## config.mk

```make
export PLATFORM = sky130hd
export DESIGN_NAME = sequentieller_schieber_flat
export DESIGN_NICKNAME = d
export VERILOG_FILES = /design/src/rtl/sequentieller_schieber_if.sv /design/src/rtl/sequentieller_schieber.sv /design/src/flat_wrapper.sv
export SDC_FILE = /design/constraint.sdc
export NUM_CORES = 1
export LEC_CHECK = 0
export BUFFER_PORTS_ARGS = -buffer_cell sky130_fd_sc_hd__buf_2
export CAP_MARGIN = 25
export CORE_MARGIN = 5
export CORE_UTILIZATION = 40
export CTS_BUF_LIST = sky130_fd_sc_hd__clkbuf_8 sky130_fd_sc_hd__clkbuf_16
export CTS_CLUSTER_SIZE = 40
export DETAILED_ROUTE_END_ITERATION = 16
export HOLD_SLACK_MARGIN = 0.1
export PLACE_DENSITY_LB_ADDON = 0.05
export SYNTH_ARGS = -nofsm -noshare
export SYNTH_HDL_FRONTEND = slang
export SYNTH_SLANG_ARGS = --single-unit
```

## constraint.sdc

```tcl
create_clock -name Takt -period 1.4 [get_ports Takt]
set_input_delay 0.07 -clock Takt [delete_from_list [all_inputs] [get_ports Takt]]
set_output_delay 0.07 -clock Takt [all_outputs]
set_load 0.02 [all_outputs]
```

## src/rtl/sequentieller_schieber_if.sv

```systemverilog
// sequentieller_schieber_if: start/ready and done/acknowledge bundle for the serial shifter
interface sequentieller_schieber_if #(
    parameter int BREITE     = 32,
    parameter int LOG2BREITE = 5
);
    logic                  Start;
    logic [BREITE-1:0]     Zahl;
    logic [LOG2BREITE-1:0] Stellen;
    logic [2:0]            Modus;
    logic                  Bereit;
    logic                  Fertig;
    logic                  Quittung;
    logic [BREITE-1:0]     Ergebnis;
    modport master (output Start, Zahl, Stellen, Modus, Quittung, input Bereit, Fertig, Ergebnis);
    modport slave  (input Start, Zahl, Stellen, Modus, Quittung, output Bereit, Fertig, Ergebnis);
endinterface

```

## src/rtl/sequentieller_schieber.sv

```systemverilog
// sequentieller_schieber: one-bit-per-clock rotate/logical/arithmetic shifter with handshakes
module sequentieller_schieber #(
    parameter int BREITE     = 32,
    parameter int LOG2BREITE = 5
) (
    input logic                    Takt,
    input logic                    nReset,
    sequentieller_schieber_if.slave bus
);
    localparam logic [1:0] LEERLAUF = 2'd0;
    localparam logic [1:0] SCHIEBEN = 2'd1;
    localparam logic [1:0] FERTIG   = 2'd2;
    logic [1:0]            state;
    logic [BREITE-1:0]     wert;
    logic [BREITE-1:0]     schritt;
    logic [LOG2BREITE-1:0] zaehler;
    logic [2:0]            modus;
    // reserved encodings hold the register while the counter keeps running
    always_comb
        schritt = modus == 3'b000 ? {wert[BREITE-2:0], wert[BREITE-1]} :
                  modus == 3'b001 ? {wert[0], wert[BREITE-1:1]} :
                  modus == 3'b010 ? {wert[BREITE-2:0], 1'b0} :
                  modus == 3'b011 ? {1'b0, wert[BREITE-1:1]} :
                  modus == 3'b100 ? {wert[BREITE-1], wert[BREITE-1:1]} : wert;
    assign bus.Bereit   = state == LEERLAUF;
    assign bus.Fertig   = state == FERTIG;
    assign bus.Ergebnis = wert;
    always_ff @(posedge Takt or negedge nReset)
        if (!nReset) begin
            state   <= LEERLAUF;
            wert    <= '0;
            zaehler <= '0;
            modus   <= '0;
        end else
            case (state)
                LEERLAUF: if (bus.Start) begin
                    wert    <= bus.Zahl;
                    zaehler <= bus.Stellen;
                    modus   <= bus.Modus;
                    state   <= bus.Stellen == '0 ? FERTIG : SCHIEBEN;
                end
                SCHIEBEN: begin
                    wert    <= schritt;
                    zaehler <= zaehler - LOG2BREITE'(1);
                    if (zaehler == LOG2BREITE'(1)) state <= FERTIG;
                end
                FERTIG:   if (bus.Quittung) state <= LEERLAUF;
                default:  state <= LEERLAUF;
            endcase
endmodule

```

## src/flat_wrapper.sv

```systemverilog
// flat-port wrapper written by rule: the top's interface ports become plain ports
module sequentieller_schieber_flat 
#(
    parameter int BREITE     = 32,
    parameter int LOG2BREITE = 5
)
  (Takt, nReset, bus_Start, bus_Zahl, bus_Stellen, bus_Modus, bus_Quittung, bus_Bereit, bus_Fertig, bus_Ergebnis);
  sequentieller_schieber_if #(.BREITE(BREITE), .LOG2BREITE(LOG2BREITE)) bus_i ();
  input logic Takt;
  input logic nReset;
  input wire logic [$bits(bus_i.Start)-1:0] bus_Start;
  input wire logic [$bits(bus_i.Zahl)-1:0] bus_Zahl;
  input wire logic [$bits(bus_i.Stellen)-1:0] bus_Stellen;
  input wire logic [$bits(bus_i.Modus)-1:0] bus_Modus;
  input wire logic [$bits(bus_i.Quittung)-1:0] bus_Quittung;
  output wire logic [$bits(bus_i.Bereit)-1:0] bus_Bereit;
  output wire logic [$bits(bus_i.Fertig)-1:0] bus_Fertig;
  output wire logic [$bits(bus_i.Ergebnis)-1:0] bus_Ergebnis;
  assign bus_i.Start = bus_Start;
  assign bus_i.Zahl = bus_Zahl;
  assign bus_i.Stellen = bus_Stellen;
  assign bus_i.Modus = bus_Modus;
  assign bus_i.Quittung = bus_Quittung;
  assign bus_Bereit = bus_i.Bereit;
  assign bus_Fertig = bus_i.Fertig;
  assign bus_Ergebnis = bus_i.Ergebnis;
  sequentieller_schieber #(.BREITE(BREITE), .LOG2BREITE(LOG2BREITE)) u_core (.Takt(Takt), .nReset(nReset), .bus(bus_i));
endmodule
```

### After elaboration in Yosys (flattened, before gate mapping)

Cells that the tools add are included.

* word-level logic and storage cells: 41
* bits of input ports: 44
* register bits after elaboration: 42
* output and inout port bits: 34

* reductions and logical operators: 9
* equality and inequality tests: 12
* add/subtract/negate cells: 1
* muxes and demuxes: 14

Operator list (count)
* $mux W32: 5
* $pmux W32 S2: 1
* $mux W31: 1
* $pmux W5 S2: 1
* $reduce_and A3 Y1: 3
* $mux W2: 4
* $eq A3 B2 Y1 const B: 2
* $ne A6 B1 Y1 const B: 1
* $pmux W2 S3: 1
* $eq A5 B1 Y1 const B: 1
* $logic_not A5 Y1: 1
* $mux W5: 1
* $ne A5 B1 Y1 const B: 1
* $sub A5 B1 Y5 const B: 1
* $ne A2 B2 Y1 const B: 2
* $reduce_and A2 Y1: 2
* $eq A3 B1 Y1 const B: 1
* $eq A3 B3 Y1 const B: 1
* $logic_not A3 Y1: 1
* $eq A2 B1 Y1 const B: 1
* $eq A2 B2 Y1 const B: 1
* $logic_not A2 Y1: 1
* $ne A2 B1 Y1 const B: 1
* $reduce_bool A2 Y1: 1

### Logic depth before layout (Yosys ltp)

Gate-level depths: netlist of the first run.

* depth after elaboration: 7
* mapped depth: 6
* mapped depth without buffers: 5

### Worst setup path before layout of the first run

No wires, ideal clock.

* kind: register to register
* start: reg u_core.modus[0]
* end: reg u_core.wert[10], in the netlist u_core.bus.Ergebnis[10]
* clock period less this slack: 1.468 ns
* path buffers: 3
* cell stages (with the launch flop): 7
* arrival: 1.373 ns
* required time: 1.305 ns
* library setup time: 0.095 ns
* setup slack: -0.068 ns
* cells stage by stage: dfrtp_1 > buf_6 > o211a_4 > or2_1 > buf_6 > buf_6 > o31ai_1

* longest elaborated chain between the ends: 6
* elaborated cells between the ends (all ways): 12
* those cells by class: 5 x eq/ne; 5 x mux; 2 x reduce/logical

Ends and longest elaborated chain
* start, declared: line sequentieller_schieber.sv:17 `logic [2:0] modus;`
* start signal, assigned: line sequentieller_schieber.sv:39 `modus <= bus.Modus;`
* $eq A3 B2 Y1: line sequentieller_schieber.sv:23 `modus == 3'b011 ? {1'b0, wert[BREITE-1:1]} :`
* $mux W32: line sequentieller_schieber.sv:23
* $mux W32: line sequentieller_schieber.sv:22 `modus == 3'b010 ? {wert[BREITE-2:0], 1'b0} :`
* $mux W32: line sequentieller_schieber.sv:21 `modus == 3'b001 ? {wert[0], wert[BREITE-1:1]} :`
* $mux W32: line sequentieller_schieber.sv:20 `schritt = modus == 3'b000 ? {wert[BREITE-2:0], wert[BREITE-1]} :`
* $pmux W32 S2: line sequentieller_schieber.sv:35 `case (state)`
* end signal, assigned: line sequentieller_schieber.sv:37 `wert <= bus.Zahl;`
* end signal, assigned: line sequentieller_schieber.sv:43 `wert <= schritt;`
* end, declared: line sequentieller_schieber.sv:14 `logic [BREITE-1:0] wert;`

Parallel ways exist; a longest one is shown, timed or not. The select of a mux whose other input is x is not followed.
A chain may end at the register's enable or synchronous reset.

### Final worst setup path of the first run

* start: reg u_core.modus[0]
* end: reg u_core.wert[12], in the netlist u_core.bus.Ergebnis[12]

Same word-level chain as after synthesis.

==> results of run 1 <==
[layout make-up]
class	count	area [µm²]
well taps	77	96.3
repair buffers	139	1040
flip-flops and latches	42	1050
clock buffers	5	68.8
fillers	577	2500
multi-input cells	206	1520
clock inverters	2	7.51
inverters	7	26.3
[cell families (layout without fill, tap and decap cells)]
family | Yosys count | after routing | synth area share, %
flip-flops | 42 | 42 | 40.6
buffers and inverters | 39 | 153 | 7.35
AND/OR/NAND/NOR | 54 | 54 | 10.1
AO/OA/AOI/OAI | 147 | 147 | 39.7
adder cells (fa/ha/maj) | 2 | 2 | 0.966
multiplexers | 3 | 3 | 1.30
[timing repair]
item / 4_1_cts / 5_1_grt
setup endpoints to repair: 36 / 37
gates cloned: 0 / 1
resized for setup: 8 / 47
setup buffers: 0 / 3
hold endpoints to repair: 74 / 1
pin swaps: 0 / 9
hold buffers: 33 / 1
[routing by layer]
metal | vias up | global-route usage (%)
met5 | - | 0
met4 | 0 | 4.71
met3 | 6 | 4.17
met2 | 81 | 30.9
met1 | 1309 | 26.8
li1 | 1297 | -
[metrics by stage]
step / setup TNS [ns] / power, W / hold slack (ns) / util (%) / setup WS [ns]
CTS: -0.112 / 0.00930 / 0.100 / 56.8 / -0.0250
floorplan: -0.778 / 0.00654 / -0.226 / - / -0.0447
global placement: -0.0284 / 0.00824 / 0.0647 / 49.8 / -0.0206
global route: -1.73 / 0.0109 / 0.133 / 60.4 / -0.106
finish: -0.248 / 0.0101 / 0.108 / 60.4 / -0.0497
detailed placement: -0.916 / 0.00832 / 0.0655 / 49.8 / -0.0826
[state kept, by name (all words and copies together) (netlist names)]
register             cells
u_core.bus.Ergebnis     32
u_core.state             2
u_core.modus             3
u_core.zaehler           5
[power breakdown]
part	total (W)	switching, W	internal, W
Combinational	0.00678	0.00370	0.00308
Clock	0.000742	0.000412	0.000330
Sequential	0.00262	0.000739	0.00188
[worst paths after layout]
| check | to | slack (ns) | startpoint |
|---|---|---|---|
| min in group asynchronous | u_core.zaehler[0] | 0.28 | nReset |
| min reg2reg | u_core.zaehler[4] | 0.57 | u_core.zaehler[4] |
| min | u_core.bus.Ergebnis[24] | 0.11 | bus_Zahl[24] |
| max | u_core.bus.Ergebnis[12] | -0.05 | u_core.modus[0] |
| max in group asynchronous | u_core.modus[2] | 0.89 | nReset |
| max reg2reg | u_core.bus.Ergebnis[12] | -0.05 | u_core.modus[0] |
[worst max-delay path, delay by kind of cell, from the launching register on]
kind / cells / cell delay (ns)
flops: 1 / 0.46
compound gates: 2 / 0.47
simple gates: 1 / 0.25
buf+inv: 1 / 0.17
[cells in the mapped netlist (2+ instances only)]
cell type and n:
sky130_fd_sc_hd__o21ai_0 31, sky130_fd_sc_hd__nand2_1 2, sky130_fd_sc_hd__a211oi_1 31, sky130_fd_sc_hd__inv_1 7
sky130_fd_sc_hd__nor4b_1 2, sky130_fd_sc_hd__o32ai_1 2, sky130_fd_sc_hd__clkbuf_1 19, sky130_fd_sc_hd__o31ai_1 30
sky130_fd_sc_hd__o22a_1 2, sky130_fd_sc_hd__ha_1 2, sky130_fd_sc_hd__buf_1 3, sky130_fd_sc_hd__a21oi_1 8
sky130_fd_sc_hd__dfrtp_1 42, sky130_fd_sc_hd__nor2_1 36, sky130_fd_sc_hd__o21a_1 31, sky130_fd_sc_hd__nor2b_1 4
sky130_fd_sc_hd__buf_6 5, sky130_fd_sc_hd__a2bb2oi_1 2, sky130_fd_sc_hd__nand2b_1 2, sky130_fd_sc_hd__mux2_2 3
sky130_fd_sc_hd__buf_2 5
==> out/metrics.yaml, run 1 <==
grt_pass1_wl_um: 13300
placeableCoreArea_um2: 6310
ir_worst_vdd_uv: 1410
slew_headroom_pct: 78.0
leakage_nw: 1.66
finalWeightedCongestion: 0.749
met3WireLength_um: 452
grt_antenna_before_repair: 0
netlist-cell-type-count: 39
totalWireLength_um: 8120
placement.cell_area_um2: 3150
synth.avg_cell_area_um2: 9.02
wl_per_cell_um: 17.0
die_height_um: 90.4
post_synthesis_sequential_area_ratio_pct: 40.6
drt-pass1-iter-count: 4
layout.cells.non_filler: 478
number_of_maximum_capacitance_constraint_violations: 0
met2RoutedLength_um: 3850
cts_buffer_depth: 2
violations: "negative setup slack"
cts_root_buffer: "sky130_fd_sc_hd__clkbuf_8"
remaining_drc_errors: 0
most_common_library_cell_in_the_layout_ignoring_fill_and_taps: "sky130_fd_sc_hd__buf_2"
tritoncts: "built"
postSynthCellCount: 287
postSynth.asyncResetShare_pct: 100
num_io_pins: 78
grt_start_max_net_pins: 43
finalMaxSlewViolations: 0
yosysTopAreaCell: "sky130_fd_sc_hd__dfrtp_1"
timing.critical_path.required_ns: 1.59
critical_path_cell_by_cell: "o211a_4, or2_4, buf_6, o31ai_1"
worst_skew_pair.late_latency_ns: 0.29
mappedNetlistNets: 333
path_clk_slew_ns: 0.08
ctsHtreeMaxLevel: 2
final-hold-violation-count: 0
layout.cells.most_common_list: "76 x sky130_fd_sc_hd__buf_2, 39 x sky130_fd_sc_hd__dfrtp_1, 35 x sky130_fd_sc_hd__nor2_1"
power_per_cell_area_nw_per_um2: 2660
grt.overflow.total: 0
maximum_clock_frequency_mhz: 690
grt_setup_unrepaired: "yes"
max_stage_delay_ns: 0.46
critical_path.slowest_cell: "sky130_fd_sc_hd__dfrtp_2"
floorplan.rows: 29
synth_edf_count: 0
met1Wirelength_um: 3760
floorplan.die_area_um2: 8180
postSynth.topFlopCell: "sky130_fd_sc_hd__dfrtp_1"
post-dp-hpwl_um: 5090
vias: 2693
worst_hold_path_type: "in -> reg"
via_count_of_the_first_global_routing_pass: 2640
fin_crit_sh_pct: 104
port_buffers: 77
synth_top_cell_area_share_pct: 40.6
worstMarginPinSlew_ns: 0.330
timing.setup.critical_path_class: "reg -> reg"
clock_sinks: 42
layout-drive-gt1-share_pct: 38.2
timing.critical_path.from_type: "flip-flop"
reg2regPathDepth: 4
critical_path.endpoint_type: "flip-flop"
finalWorstPathRequiredPeriod_ns: 1.45
die_width_um: 90.4
track_usage_pct: 19.4
cp.arrival_ns: 1.64
worst_slack_ns: -0.0497
netlist_top_cells_area: "sky130_fd_sc_hd__dfrtp_1 41%, sky130_fd_sc_hd__a211oi_1 9.0%, sky130_fd_sc_hd__o21a_1 9.0%, sky130_fd_sc_hd__o31ai_1 8.7%, sky130_fd_sc_hd__o21ai_0 6.0%"
outcome: "finished with violations"
starting_density_pct: 41.0
postRouteAntennaNets: 0
crit_path_max_fanout: 13
post-place-cells: 433
fin_worst_skew_ns: 0.00807
syn-cell-area_um2: 2590
finish.instance_area_um2: 3810
detailedRoute.firstIterationViolations: 105
top_layer: "met4"
insertedDiodeCount: 0
route.detailed.vias_per_inst: 5.63
num-nets-final: 447
holdPathStages: 3
setup_viol_count_final: 13
yosys_warnings: 0
numCtsBuffers: 5
syn2layout_area_growth_pct: 47.3
post_synthesis_sequential_element_count: 42
Power figures use the tool's default switching activity.
==> inputs of run 2 (changes only) <==
--- a/config.mk
+++ b/config.mk
@@ -13,6 +13,7 @@
 export CTS_CLUSTER_SIZE = 40
 export DETAILED_ROUTE_END_ITERATION = 16
 export HOLD_SLACK_MARGIN = 0.1
+export MAX_ROUTING_LAYER = met4
 export PLACE_DENSITY_LB_ADDON = 0.05
 export SYNTH_ARGS = -nofsm -noshare
 export SYNTH_HDL_FRONTEND = slang
==> constraint.sdc (replaced) <==
create_clock -name Takt -period 1.2 [get_ports Takt]
set_input_delay 0.12 -clock Takt [delete_from_list [all_inputs] [get_ports Takt]]
set_output_delay 0.12 -clock Takt [all_outputs]
set_load 0.02 [all_outputs]
==> run 2 against run 1 <==
Clock power up 28%. Die area unchanged. Critical endpoint is now u_core.bus.Ergebnis[21]. Clock skew about the same. Utilization up 1.8 points. The flow still finishes with violations (negative setup slack). Total power up 30%. Largest power group unchanged. Fmax up 1.6%. Worst setup slack worse by 0.18 ns. Sequential share of layout area down 0.83 points. Via count down 1.7%. Non-clock buffer count down 11. Final area up 3.0%. Combinational power up 35%.
==> out/metrics.yaml, run 2 (same netlist as run 1, synthesis figures left out) <==
fin_worst_skew_ns: 0.00760  # -0.000466 ns
final-hold-violation-count: 0  # unchanged
timing.critical_path.from_type: "flip-flop"
hold_slack_ns: 0.113  # +0.00544 ns
critical_path.endpoint_type: "flip-flop"
largest_register_ff_count: 32  # unchanged
cts_root_buffer: "sky130_fd_sc_hd__clkbuf_8"
insertedDiodeCount: 0  # unchanged
layout.cells.most_common_list: "76 x sky130_fd_sc_hd__buf_2, 40 x sky130_fd_sc_hd__dfrtp_1, 31 x sky130_fd_sc_hd__o21a_1"
floorplan.rows: 29  # unchanged
syn2layout_area_growth_pct: 51.7
via_count_of_the_first_global_routing_pass: 2600  # -1.5%
crit_path_max_fanout: 8  # -5
grt_start_max_net_pins: 43  # unchanged
starting_density_pct: 41.0  # unchanged
remaining_drc_errors: 0  # unchanged
met1Wirelength_um: 3780  # +0.61%
tritoncts: "built"
grt_pass1_wl_um: 13000  # -2.2%
report.power.total_w: 0.0132  # +30%
cp.arrival_ns: 1.63  # about the same
worstMarginPinSlew_ns: 0.316  # -0.0138 ns
path_clk_slew_ns: 0.08  # about the same
finalMaxSlewViolations: 0  # unchanged
maximum_clock_frequency_mhz: 701  # +1.6%
num-nets-final: 436  # -2.5%
met3WireLength_um: 376  # -17%
ctsHtreeMaxLevel: 2  # unchanged
track_usage_pct: 19.4  # about the same
drt-pass1-iter-count: 4  # unchanged
outcome: "finished with violations"
placeableCoreArea_um2: 6310  # unchanged
detailedRoute.firstIterationViolations: 112  # +6.7%
timing.setup.critical_path_class: "reg -> reg"
wl_per_cell_um: 17.5  # +3.2%
route.detailed.vias_per_inst: 5.66  # +0.43%
finalWeightedCongestion: 0.792  # +5.7%
fillers: 551  # -4.5%
top_layer: "met4"
die_width_um: 90.4  # unchanged
timing.critical_path.required_ns: 1.40  # -0.19 ns
post-dp-hpwl_um: 5360  # +5.2%
power_per_cell_area_nw_per_um2: 3350  # +26%
vias: 2648  # -1.7%
cts_buffer_depth: 2  # unchanged
numCtsBuffers: 5  # unchanged
setup_viol_count_final: 44  # +31
clock_sinks: 42  # unchanged
violations: "negative setup slack"
worst_skew_pair.late_latency_ns: 0.30  # about the same
totalWireLength_um: 8200  # +1.0%
number_of_maximum_capacitance_constraint_violations: 0  # unchanged
ir_worst_vdd_uv: 1710  # +22%
finalWorstPathRequiredPeriod_ns: 1.43  # -0.0232 ns
fin_crit_sh_pct: 119  # +15 points
layout-drive-gt1-share_pct: 52.7  # +15 points
leakage_nw: 1.71  # +3.0%
grt.overflow.total: 0  # unchanged
met2RoutedLength_um: 3950  # +2.6%
grt_setup_unrepaired: "yes"
utilization_pct: 62.2  # +1.8 points
num_io_pins: 78  # unchanged
most_common_library_cell_in_the_layout_ignoring_fill_and_taps: "sky130_fd_sc_hd__buf_2"
port_buffers: 77  # unchanged
worst_slack_ns: -0.226  # -0.177 ns
grt_antenna_before_repair: 0  # unchanged
slew_headroom_pct: 78.6  # +0.63 points
worst_hold_path_type: "in -> reg"
die_height_um: 90.4  # unchanged
postRouteAntennaNets: 0  # unchanged
floorplan.die_area_um2: 8180  # unchanged
-- run 2: path summary, 6_finish.rpt --
path / end / slack (ns) / start / cells past startpoint
max: u_core.bus.Ergebnis[21] / -0.23 / u_core.state[1] / 5
min: u_core.bus.Ergebnis[8] / 0.11 / bus_Zahl[8] / 3
max reg2reg: u_core.bus.Ergebnis[21] / -0.23 / u_core.state[1] / 5
min reg2reg: u_core.bus.Ergebnis[2] / 0.60 / u_core.bus.Ergebnis[2] / 2
max in group asynchronous: u_core.modus[2] / 0.64 / nReset / 3
min in group asynchronous: u_core.zaehler[0] / 0.33 / nReset / 3
-- run 2: power by group --
part,internal (W),switching (W)
combinational,0.00436,0.00477
sequential,0.00219,0.000869
clock,0.000456,0.000496
-- run 2: timing repair --
item	CTS	global route
gates cloned	0	2
hold endpoints to repair	45	0
pin swaps	7	8
setup endpoints to repair	44	44
resized for setup	57	50
setup buffers	6	3
hold buffers	4	0
-- run 2: per-stage QoR --
stage,setup slack [ns],instances,setup TNS [ns],cell area [µm²]
after floorplan,-0.245,287,-7.11,2610
after detailed placement,-0.269,446,-7.79,3260
after global placement,-0.223,446,-6.50,3260
after global routing,-0.269,468,-9.40,3930
final,-0.226,468,-7.16,3930
after CTS,-0.197,463,-6.38,3670
-- run 2: worst max-delay path, stage by stage (launching register included) --
cell,delay [ns]
sky130_fd_sc_hd__dfrtp_1,0.43
sky130_fd_sc_hd__buf_6,0.15
sky130_fd_sc_hd__nor2b_4,0.24
sky130_fd_sc_hd__clkbuf_16,0.21
sky130_fd_sc_hd__nor2_2,0.04
sky130_fd_sc_hd__o31ai_2,0.25
-- run 2: layout make-up --
cell class	count	area [µm²]	share of cell area, %
Inverter	7	26.3	0.669
Timing Repair Buffer	128	945	24.1
Multi-Input combinational cell	206	1710	43.7
Clock inverter	2	8.76	0.223
Sequential cell	42	1050	26.8
Clock buffer	6	82.6	2.10
Tap cell	77	96.3	2.45
-- run 2: per-layer routing --
| metal | up-vias | GRT usage, % |
|---|---|---|
| met5 | - | - |
| met1 | 1283 | 25.1 |
| met2 | 70 | 30.8 |
| met3 | 10 | 4.42 |
| li1 | 1285 | - |
| met4 | 0 | 5.09 |
==> inputs of run 3 (changes only) <==
--- a/config.mk
+++ b/config.mk
@@ -14,7 +14,7 @@
 export DETAILED_ROUTE_END_ITERATION = 16
 export HOLD_SLACK_MARGIN = 0.1
 export MAX_ROUTING_LAYER = met4
-export PLACE_DENSITY_LB_ADDON = 0.05
+export PLACE_DENSITY = 0.72
 export SYNTH_ARGS = -nofsm -noshare
 export SYNTH_HDL_FRONTEND = slang
 export SYNTH_SLANG_ARGS = --single-unit
==> run 3 against run 2 <==
The flow still finishes with violations (negative setup slack). Routed wire length rose by 10%. Critical path depth unchanged. Register-to-register slack worse by 0.09 ns. Cell count increased by 1.7%. Global-route usage up 1.9 points. Via count grew 5.0%. Clock skew rose by 0.0057 ns. Flip-flop and latch count unchanged. Non-clock buffer count rose by 10. Critical endpoint is now u_core.bus.Ergebnis[30]. Largest power group unchanged. Highest routed layer unchanged.
==> out/metrics.yaml, run 3 (same netlist as run 1, synthesis figures left out) <==
outcome: "finished with violations"
violations: "negative setup slack"
post-dp-hpwl_um: 5360  # +0.12%
worst_slack_ns: -0.312  # -0.0853 ns
cts_buffer_depth: 2  # unchanged
number_of_maximum_capacitance_constraint_violations: 0  # unchanged
report.power.total_w: 0.0135  # +2.7%
fin_crit_sh_pct: 126  # +7.1 points
finalWeightedCongestion: 0.797  # +0.69%
clock_sinks: 42  # unchanged
layout.cells.most_common_list: "75 x sky130_fd_sc_hd__buf_2, 40 x sky130_fd_sc_hd__dfrtp_1, 31 x sky130_fd_sc_hd__o21a_1, 31 x sky130_fd_sc_hd__buf_4, 30 x sky130_fd_sc_hd__nor2_1"
postRouteAntennaNets: 0  # unchanged
insertedDiodeCount: 0  # unchanged
grt_start_max_net_pins: 43  # unchanged
grt_setup_unrepaired: "yes"
via_count_of_the_first_global_routing_pass: 2834  # +9.0%
floorplan.die_area_um2: 8180  # unchanged
cp.arrival_ns: 1.69  # +0.06 ns
detailedRoute.firstIterationViolations: 99  # -12%
grt.met3_usage_pct: 3.50  # -0.92 points
grt_antenna_before_repair: 0  # unchanged
route.detailed.vias_per_inst: 5.84  # +3.2%
slew_headroom_pct: 76.4  # -2.2 points
path_clk_slew_ns: 0.09  # about the same
die_width_um: 90.4  # unchanged
globalRouteMet2Util_pct: 33.4  # +2.6 points
most_common_library_cell_in_the_layout_ignoring_fill_and_taps: "sky130_fd_sc_hd__buf_2"
worst_hold_path_type: "in -> reg"
place_worst_setup_slack_ns: -0.264  # +0.00519 ns
port_buffers: 77  # unchanged
timing.critical_path.from_type: "flip-flop"
wl_per_cell_um: 19.0  # +8.4%
maximum_clock_frequency_mhz: 661  # -5.6%
worstMarginPinSlew_ns: 0.353  # +0.0367 ns
num-nets-final: 446  # +2.3%
hold_slack_ns: 0.113  # -0.000325 ns
tritoncts: "built"
syn2layout_area_growth_pct: 55.1
timing.setup.critical_path_class: "reg -> reg"
fin_worst_skew_ns: 0.0133  # +0.00566 ns
vias: 2780  # +5.0%
layout-drive-gt1-share_pct: 52.6  # -0.054 points
starting_density_pct: 41.0  # unchanged
worst_skew_pair.late_latency_ns: 0.31  # about the same
finalMaxSlewViolations: 0  # unchanged
grt.overflow.total: 0  # unchanged
largest_register_ff_count: 32  # unchanged
ctsHtreeMaxLevel: 2  # unchanged
cts_root_buffer: "sky130_fd_sc_hd__clkbuf_8"
setup_viol_count_final: 43  # -2.3%
final-hold-violation-count: 0  # unchanged
grt_pass1_wl_um: 14100  # +8.4%
track_usage_pct: 21.3  # +1.9 points
num_io_pins: 78  # unchanged
power_per_cell_area_nw_per_um2: 3360  # +0.43%
totalWireLength_um: 9050  # +10%
crit_path_max_fanout: 7  # -1
finalWorstPathRequiredPeriod_ns: 1.51  # +0.0853 ns
critical_path.endpoint_type: "flip-flop"
timing.critical_path.required_ns: 1.38  # -0.02 ns
top_usage_layer: "met2"
leakage_nw: 1.75  # +2.4%
floorplan.rows: 29  # unchanged
remaining_drc_errors: 0  # unchanged
die_height_um: 90.4  # unchanged
met1_usage_pct: 27.8  # +2.6 points
worst-r2r-setup-slack_ns: -0.31  # -0.09 ns
setup_tns_ns: -7.50  # -0.342 ns
numCtsBuffers: 5  # unchanged
ir_worst_vdd_uv: 1440  # -16%
utilization_pct: 63.6  # +1.4 points
drt-pass1-iter-count: 4  # unchanged
placeableCoreArea_um2: 6310  # unchanged
-- run 3: worst max-delay path, stage by stage, from the launching register on --
cell	delay, ns
sky130_fd_sc_hd__dfrtp_1	0.43
sky130_fd_sc_hd__buf_6	0.17
sky130_fd_sc_hd__buf_6	0.13
sky130_fd_sc_hd__o21a_1	0.20
sky130_fd_sc_hd__a211oi_2	0.35
sky130_fd_sc_hd__o31ai_4	0.11
-- run 3: through the flow --
stage	instance area [µm²]	std cells
floorplan	2610	287
CTS	3830	472
global route	4020	476
global placement	3260	448
finish	4020	476
detailed placement	3260	448
-- run 3: timing repair --
action,in CTS,in global routing
hold endpoints to repair,45,0
buffers inserted,13,3
setup endpoints to repair,43,44
hold buffers,4,0
pin swaps,12,9
resized for setup,80,39
gates cloned,1,1
-- run 3: worst paths after layout --
check / endpoint / cells after the start / start
hold / removal: u_core.bus.Ergebnis[11] / 3 / bus_Zahl[11]
hold reg to reg: u_core.bus.Ergebnis[9] / 2 / u_core.bus.Ergebnis[9]
min in group asynchronous: u_core.bus.Ergebnis[11] / 3 / nReset
max in group asynchronous: u_core.modus[2] / 3 / nReset
setup reg to reg: u_core.bus.Ergebnis[30] / 5 / u_core.modus[0]
setup / recovery: u_core.bus.Ergebnis[30] / 5 / u_core.modus[0]
-- run 3: report_power, final --
part / internal, W / switching [W]
Combinational: 0.00449 / 0.00499
Sequential: 0.00219 / 0.000894
Clock: 0.000445 / 0.000503
Total: 0.00713 / 0.00639
-- run 3: area by class of cell --
type / instances / area (µm²)
fillers: 505 / 2300
well taps: 77 / 96.3
repair buffers: 138 / 1020
clock buffers: 6 / 82.6
inverters: 7 / 26.3
multi-input cells: 206 / 1740
flip-flops and latches: 42 / 1050
-- run 3: layer usage --
| layer | share of wire, % | up-vias |
|---|---|---|
| li1 | - | 1297 |
| met1 | 43 | 1378 |
| met2 | 51 | 88 |
| met3 | 3.9 | 17 |
| met4 | 2.1 | 0 |
| met5 | 0 | - |
